===== src/rtl/csa_pkg.sv =====
// Shared defaults for the carry-select adder and its issue/collect stage:
// adder geometry, default tag width and the packed result-entry width.
package csa_pkg;

  localparam int CSA_WIDTH = 18;
  localparam int CSA_M     = 6;
  localparam int CSA_TAGW  = 4;
  localparam int CSA_RES_W = CSA_WIDTH + 1 + CSA_TAGW;

  // A result entry packs {sum, cout, tag}.
  function automatic int res_entry_w(input int width, input int tagw);
    return width + 1 + tagw;
  endfunction

endpackage


===== src/rtl/csa_sync_fifo.sv =====
// Synchronous FIFO with a show-ahead head (dout is the oldest entry).
// Push while full and pop while empty are ignored.
module csa_sync_fifo #(
  parameter int W     = 8,
  parameter int DEPTH = 4,
  localparam int AW   = $clog2(DEPTH)
) (
  input  logic          clk,
  input  logic          rst,
  input  logic          push,
  input  logic [W-1:0]  din,
  input  logic          pop,
  output logic [W-1:0]  dout,
  output logic          full,
  output logic          empty,
  output logic [AW:0]   count
);

  logic [W-1:0] mem_q [DEPTH];
  logic [AW:0]  wr_q, wr_d;
  logic [AW:0]  rd_q, rd_d;
  logic         push_ok;
  logic         pop_ok;

  // Pointers carry one extra wrap bit so full and empty are distinguishable.
  assign count = wr_q - rd_q;
  assign empty = (count == '0);
  assign full  = (count == (AW+1)'(DEPTH));
  assign dout  = mem_q[rd_q[AW-1:0]];

  always_comb begin
    push_ok = push && !full;
    pop_ok  = pop && !empty;
    wr_d    = wr_q + {{AW{1'b0}}, push_ok};
    rd_d    = rd_q + {{AW{1'b0}}, pop_ok};
  end

  always_ff @(posedge clk) begin
    if (rst) begin
      wr_q <= '0;
      rd_q <= '0;
    end else begin
      wr_q <= wr_d;
      rd_q <= rd_d;
    end
  end

  always_ff @(posedge clk) begin
    if (push_ok) begin
      mem_q[wr_q[AW-1:0]] <= din;
    end
  end

endmodule


===== src/rtl/csa_issue_ctrl.sv =====
// Issue/collect stage in front of the pipelined carry-select adder.
// Optional build macro CSA_ISSUE_STATS_EN adds stat_issued / stat_stall counters.
module csa_issue_ctrl
  import csa_pkg::*;
#(
  parameter int WIDTH   = CSA_WIDTH,
  parameter int ADD_LAT = 1,
  parameter int QDEPTH  = 4,
  parameter int RDEPTH  = 4,
  parameter int TAGW    = CSA_TAGW
) (
  input  logic             clk,
  input  logic             rst,
`ifdef CSA_ISSUE_STATS_EN
  output logic [31:0]      stat_issued,
  output logic [31:0]      stat_stall,
`endif
  input  logic             in_valid,
  output logic             in_ready,
  input  logic [WIDTH-1:0] in_a,
  input  logic [WIDTH-1:0] in_b,
  input  logic [TAGW-1:0]  in_tag,
  output logic [WIDTH-1:0] add_a,
  output logic [WIDTH-1:0] add_b,
  input  logic [WIDTH-1:0] add_sum,
  input  logic             add_cout,
  output logic             out_valid,
  input  logic             out_ready,
  output logic [WIDTH-1:0] out_sum,
  output logic             out_cout,
  output logic [TAGW-1:0]  out_tag
);

  localparam int OPW  = 2 * WIDTH + TAGW;
  localparam int RESW = res_entry_w(WIDTH, TAGW);
  localparam int QCW  = $clog2(QDEPTH) + 1;
  localparam int RCW  = $clog2(RDEPTH) + 1;
  localparam int OCCW = $clog2(RDEPTH + ADD_LAT + 1) + 1;

  logic [OPW-1:0]   op_head;
  logic             op_full, op_empty;
  logic [QCW-1:0]   op_count;
  logic [RESW-1:0]  res_head;
  logic             res_full, res_empty;
  logic [RCW-1:0]   res_count;
  logic             push, issue, capture, credit_zero;
  logic [OCCW-1:0]  occupancy;
  logic             unused_status;

  logic [WIDTH-1:0] add_a_q, add_a_d, add_b_q, add_b_d;
  logic [ADD_LAT-1:0] pipe_v_q, pipe_v_d;
  logic [TAGW-1:0]  pipe_tag_q [ADD_LAT];
  logic [TAGW-1:0]  pipe_tag_d [ADD_LAT];

  assign in_ready = !op_full && !rst;
  assign push     = in_valid && in_ready;

  csa_sync_fifo #(.W(OPW), .DEPTH(QDEPTH)) u_op_q (
    .clk   (clk),
    .rst   (rst),
    .push  (push),
    .din   ({in_a, in_b, in_tag}),
    .pop   (issue),
    .dout  (op_head),
    .full  (op_full),
    .empty (op_empty),
    .count (op_count)
  );

  // Credits reserve a result slot for every in-flight op, so capture never overflows.
  always_comb begin
    occupancy = OCCW'(res_count);
    for (int i = 0; i < ADD_LAT; i++) begin
      occupancy = occupancy + OCCW'(pipe_v_q[i]);
    end
    credit_zero = (occupancy >= OCCW'(RDEPTH));
    issue       = !op_empty && !credit_zero && !res_full;
  end

  always_comb begin
    add_a_d = add_a_q;
    add_b_d = add_b_q;
    if (issue) begin
      add_a_d = op_head[OPW-1 -: WIDTH];
      add_b_d = op_head[TAGW +: WIDTH];
    end
    pipe_v_d      = '0;
    pipe_v_d[0]   = issue;
    pipe_tag_d[0] = op_head[TAGW-1:0];
    for (int i = 1; i < ADD_LAT; i++) begin
      pipe_v_d[i]   = pipe_v_q[i-1];
      pipe_tag_d[i] = pipe_tag_q[i-1];
    end
  end

  always_ff @(posedge clk) begin
    if (rst) begin
      add_a_q  <= '0;
      add_b_q  <= '0;
      pipe_v_q <= '0;
      for (int i = 0; i < ADD_LAT; i++) pipe_tag_q[i] <= '0;
    end else begin
      add_a_q  <= add_a_d;
      add_b_q  <= add_b_d;
      pipe_v_q <= pipe_v_d;
      for (int i = 0; i < ADD_LAT; i++) pipe_tag_q[i] <= pipe_tag_d[i];
    end
  end

  assign add_a   = add_a_q;
  assign add_b   = add_b_q;
  assign capture = pipe_v_q[ADD_LAT-1];

  csa_sync_fifo #(.W(RESW), .DEPTH(RDEPTH)) u_res_q (
    .clk   (clk),
    .rst   (rst),
    .push  (capture),
    .din   ({add_sum, add_cout, pipe_tag_q[ADD_LAT-1]}),
    .pop   (out_valid && out_ready),
    .dout  (res_head),
    .full  (res_full),
    .empty (res_empty),
    .count (res_count)
  );

  assign out_valid = !res_empty;
  assign {out_sum, out_cout, out_tag} = res_head;

  // Operand-queue occupancy is only needed as full/empty.
  assign unused_status = ^op_count;

`ifdef CSA_ISSUE_STATS_EN
  logic [31:0] issued_q, issued_d, stall_q, stall_d;

  always_comb begin
    issued_d = issued_q;
    stall_d  = stall_q;
    if (issue && (issued_q != '1)) issued_d = issued_q + 32'd1;
    if (!op_empty && credit_zero && (stall_q != '1)) stall_d = stall_q + 32'd1;
  end

  always_ff @(posedge clk) begin
    if (rst) begin
      issued_q <= '0;
      stall_q  <= '0;
    end else begin
      issued_q <= issued_d;
      stall_q  <= stall_d;
    end
  end

  assign stat_issued = issued_q;
  assign stat_stall  = stall_q;
`endif

endmodule


===== config.mk =====
export PLATFORM = sky130hd
export DESIGN_NAME = csa_issue_ctrl
export DESIGN_NICKNAME = d
export VERILOG_FILES = /design/src/rtl/csa_pkg.sv /design/src/rtl/csa_sync_fifo.sv /design/src/rtl/csa_issue_ctrl.sv
export SDC_FILE = /design/constraint.sdc
export NUM_CORES = 1
export LEC_CHECK = 0
export ABC_AREA = 1
export CAP_MARGIN = 20
export CORE_MARGIN = 1
export CORE_UTILIZATION = 39
export DETAILED_ROUTE_END_ITERATION = 8
export GPL_ROUTABILITY_DRIVEN = 0
export MAX_ROUTING_LAYER = met4
export SYNTH_ARGS = -nofsm -noshare
export SYNTH_HDL_FRONTEND = slang
export SYNTH_SLANG_ARGS = --single-unit

===== constraint.sdc =====
create_clock -name clk -period 8.7 [get_ports clk]
set_input_delay 2.175 -clock clk [delete_from_list [all_inputs] [get_ports clk]]
set_output_delay 2.175 -clock clk [all_outputs]
set_load 0.03 [all_outputs]

==> impl_metrics.csv <==
group,metric,value,unit
detailed_routing,ant_nets,0,
critical_path,critPathCaptureType,"primary output",
logic_synthesis,ys_warn_count,0,
clock_network,cts_max_level,2,
power,power_frac_seq,37.1,%
clock_network,cts.sink_count,305,
critical_path,cp_max_fo,37,
detailed_routing,wl,25500,um
critical_path,critPathMostFrequentCell,"clkdlybuf4s50_1",
placement,dpl.hpwl,13800,um
power,p_sw_share,35.1,%
critical_path,crit_slowest_cell,"clkdlybuf4s50_1",
logic_synthesis,synth_top_cell_by_area,"edfxtp_1",
die,start_util,40.0,%
global_routing,grt_pass1_wl,40800,um
sta,slew_viol_final,0,
placement,numPortBuffers,123,
critical_path,cp.arrival,4.60,ns
placement,place_ws,1.88,ns
logic_synthesis,synth_cell_types,24,
clock_network,root_buffer,"clkbuf_16",
critical_path,critPathLaunchType,"input port",
detailed_routing,drc,0,
sta,timing.slew.headroom,30.4,%
power,clockPowerShare,28.2,%
global_routing,grt-ovfl-total,0,
detailed_routing,drtIter0Drc,496,
global_routing,grt_pass1_vias,7832,
logic_synthesis,ys_seq_area_share,69.7,%
clock_network,clock_path_buffers,3,
critical_path,max_stage_delay,0.76,ns
clock_network,cts_repair_resize_count,0,
power,p_int,3.31,mW
detailed_routing,wl_per_cell,15.1,um
logic_synthesis,ys_ff_latch,305,
logic_synthesis,syn_inst,1152,
sta,final.setup_skew,0.0292,ns
clock_network,cts_made_buffers,34,
sta,rsz0062_at_grt,"no",
critical_path,crit_type,"input port to primary output",
power,p_comb_share,34.7,%
sta,fin_crit,6.77,ns
clock_network,cts_setup_buffers,0,
status,status,"finished clean",
sta,hold_violations,0,
logic_synthesis,synth.area.top_cells,"edfxtp_1, nand2_1, dfxtp_1",
critical_path,worstPathCellList,"clkdlybuf4s50_1 > inv_2 > nand2_1 > inv_1 > clkdlybuf4s50_1",
global_routing,track_usage,16.4,%
sta,post-route-period-util,77.9,%
clock_network,clk_pin_slew,0.06,ns
worst_hold_path,hold_class,"flop to flop",
finish,drive_gt1_share,7.96,%
power,peakVddDrop,0.000185,V
sta,worstMarginPinSlew,1.04,ns
logic_synthesis,synth_top_area_share,61.1,%
power,leakagePower,5.99,nW
die,rows,64,
power,power_density,337,mW/mm2
sta,setup_ws,1.93,ns
logic_synthesis,synth_area,0.0124,mm2
logic_synthesis,avgSynthCellArea,10.7,um2
critical_path,required,6.53,ns
clock_network,cts_hold_buffers,0,
detailed_routing,drt-vias-per-instance,4.72,
die,dieArea,0.0325,mm2
global_routing,antenna_found_initial,2,
sta,timing.setup.tns,0,ns
finish,fill_cells,2780,
run,cap_violations,0,
die,die_y,180,um
finish,seq_area,0.00863,mm2
die,die_x,180,um
power,p_sw,1.79,mW
logic_synthesis,syn_nets,1227,
detailed_routing,dr.pass1.iters,5,
clock_network,cts_tree,"built",
die,core-area,0.0309,mm2
clock_network,clkLatencyLatePin,0.52,ns
sta,setup_viol,0,
die,ioPinCount,124,
sta,fmax,148,MHz
finish,nets,1343,
global_routing,grt_max_degree,83,
detailed_routing,vias,7979,
finish,area_delta_synth_final,22.4,%
finish,multiInputGateArea,0.00300,mm2
## state kept, by name (all words and copies together), names as in the netlist
| signal | count |
|---|---|
| u_op_q.mem_q | 160 |
| u_res_q.mem_q | 92 |
| add_a | 18 |
| add_b | 18 |
| pipe_tag_q | 4 |
| u_op_q.rd_q | 3 |
| u_op_q.wr_q | 3 |
| u_res_q.rd_q | 3 |
| u_res_q.wr_q | 3 |
| capture | 1 |
## cell usage in the layout, fill, tap and decap left out, types with 19 or more instances in the layout
| cell type | count |
|---|---|
| nand2_1 | 317 |
| edfxtp_1 | 252 |
| clkdlybuf4s50_1 | 123 |
| inv_1 | 113 |
| nor2_1 | 111 |
| nand3_1 | 74 |
| o21ai_0 | 54 |
| dfxtp_1 | 51 |
| clkbuf_16 | 35 |
| clkinv_1 | 27 |
| o22ai_1 | 23 |
| a21oi_1 | 22 |
| a21oi_2 | 19 |
## synthesized netlist by cell type
library cell	n
nand2_1	317
nor2_1	119
a21oi_2	19
nor3b_2	1
clkinv_1	22
buf_2	26
ha_1	11
nand3_2	1
xnor2_1	4
o22ai_1	23
nand3_1	74
buf_1	4
o21ai_1	1
inv_1	113
buf_4	7
dfxtp_1	53
clkbuf_1	21
nand2_2	2
a21oi_1	22
fa_1	1
o21ai_0	54
edfxtp_1	252
inv_2	4
nor2_8	1
## logic make-up after synthesis
kind of cell,Yosys count,share of synthesized area (%)
simple gates,515,16.7
flops,305,69.7
buf+inv,197,6.45
compound gates,119,5.62
fa+ha+maj,12,1.27
xor+xnor,4,0.283
## metal layers
metal | global-route usage, % | wire length (um) | up-vias
li1 | - | - | 4033
met1 | 20.1 | 11100 | 3731
met2 | 27.2 | 12200 | 175
met3 | 3.70 | 1710 | 40
met4 | 4.62 | 461 | 0
met5 | - | 0 | -
## power groups by stage
stage	Sequential, mW	Clock (mW)	Combinational [mW]
detailed placement	1.92	0	1.78
finish	1.89	1.44	1.77
CTS	1.89	1.48	1.78
global placement	1.92	0	1.76
floorplan	2.02	0	1.13
global route	1.91	1.53	1.98
## path summary, 6_finish.rpt
kind	from	slack [ns]	cells past startpoint	endpoint
setup / recovery	rst	1.93	5	in_ready
hold reg to reg	pipe_tag_q[0][0]	0.48	0	u_res_q.mem_q[2][0]
hold / removal	pipe_tag_q[0][0]	0.48	0	u_res_q.mem_q[2][0]
setup reg to reg	u_op_q.rd_q[1]	5.08	12	u_op_q.rd_q[2]
## metrics by stage
stage	power [mW]	util, %	hold slack [ns]	instances	area (um2)
2_1_floorplan	3.14	-	0.438	1152	12400
3_3_place_gp	3.68	45.2	0.458	1627	14000
3_5_place_dp	3.70	45.2	0.472	1627	14000
4_1_cts	5.15	48.9	0.483	1689	15100
5_1_grt	5.41	49.0	0.496	1692	15100
6_report	5.10	49.0	0.475	1692	15100
## final cells by class
cell class                      instances  area share (%)
Sequential cell                       305            57.0
Multi-Input combinational cell        650            19.8
Timing Repair Buffer                  138            8.95
Clock buffer                           44            6.14
Inverter                              139            3.44
Tap cell                              396            3.27
Clock inverter                         18            1.39
Antenna cell                            2          0.0330
## worst max-delay path: cells and delay by family
family,cells,cell delay [ns]
buffers and inverters,4,2.31
AND/OR/NAND/NOR,1,0.11
Power figures use the tool's default switching activity.
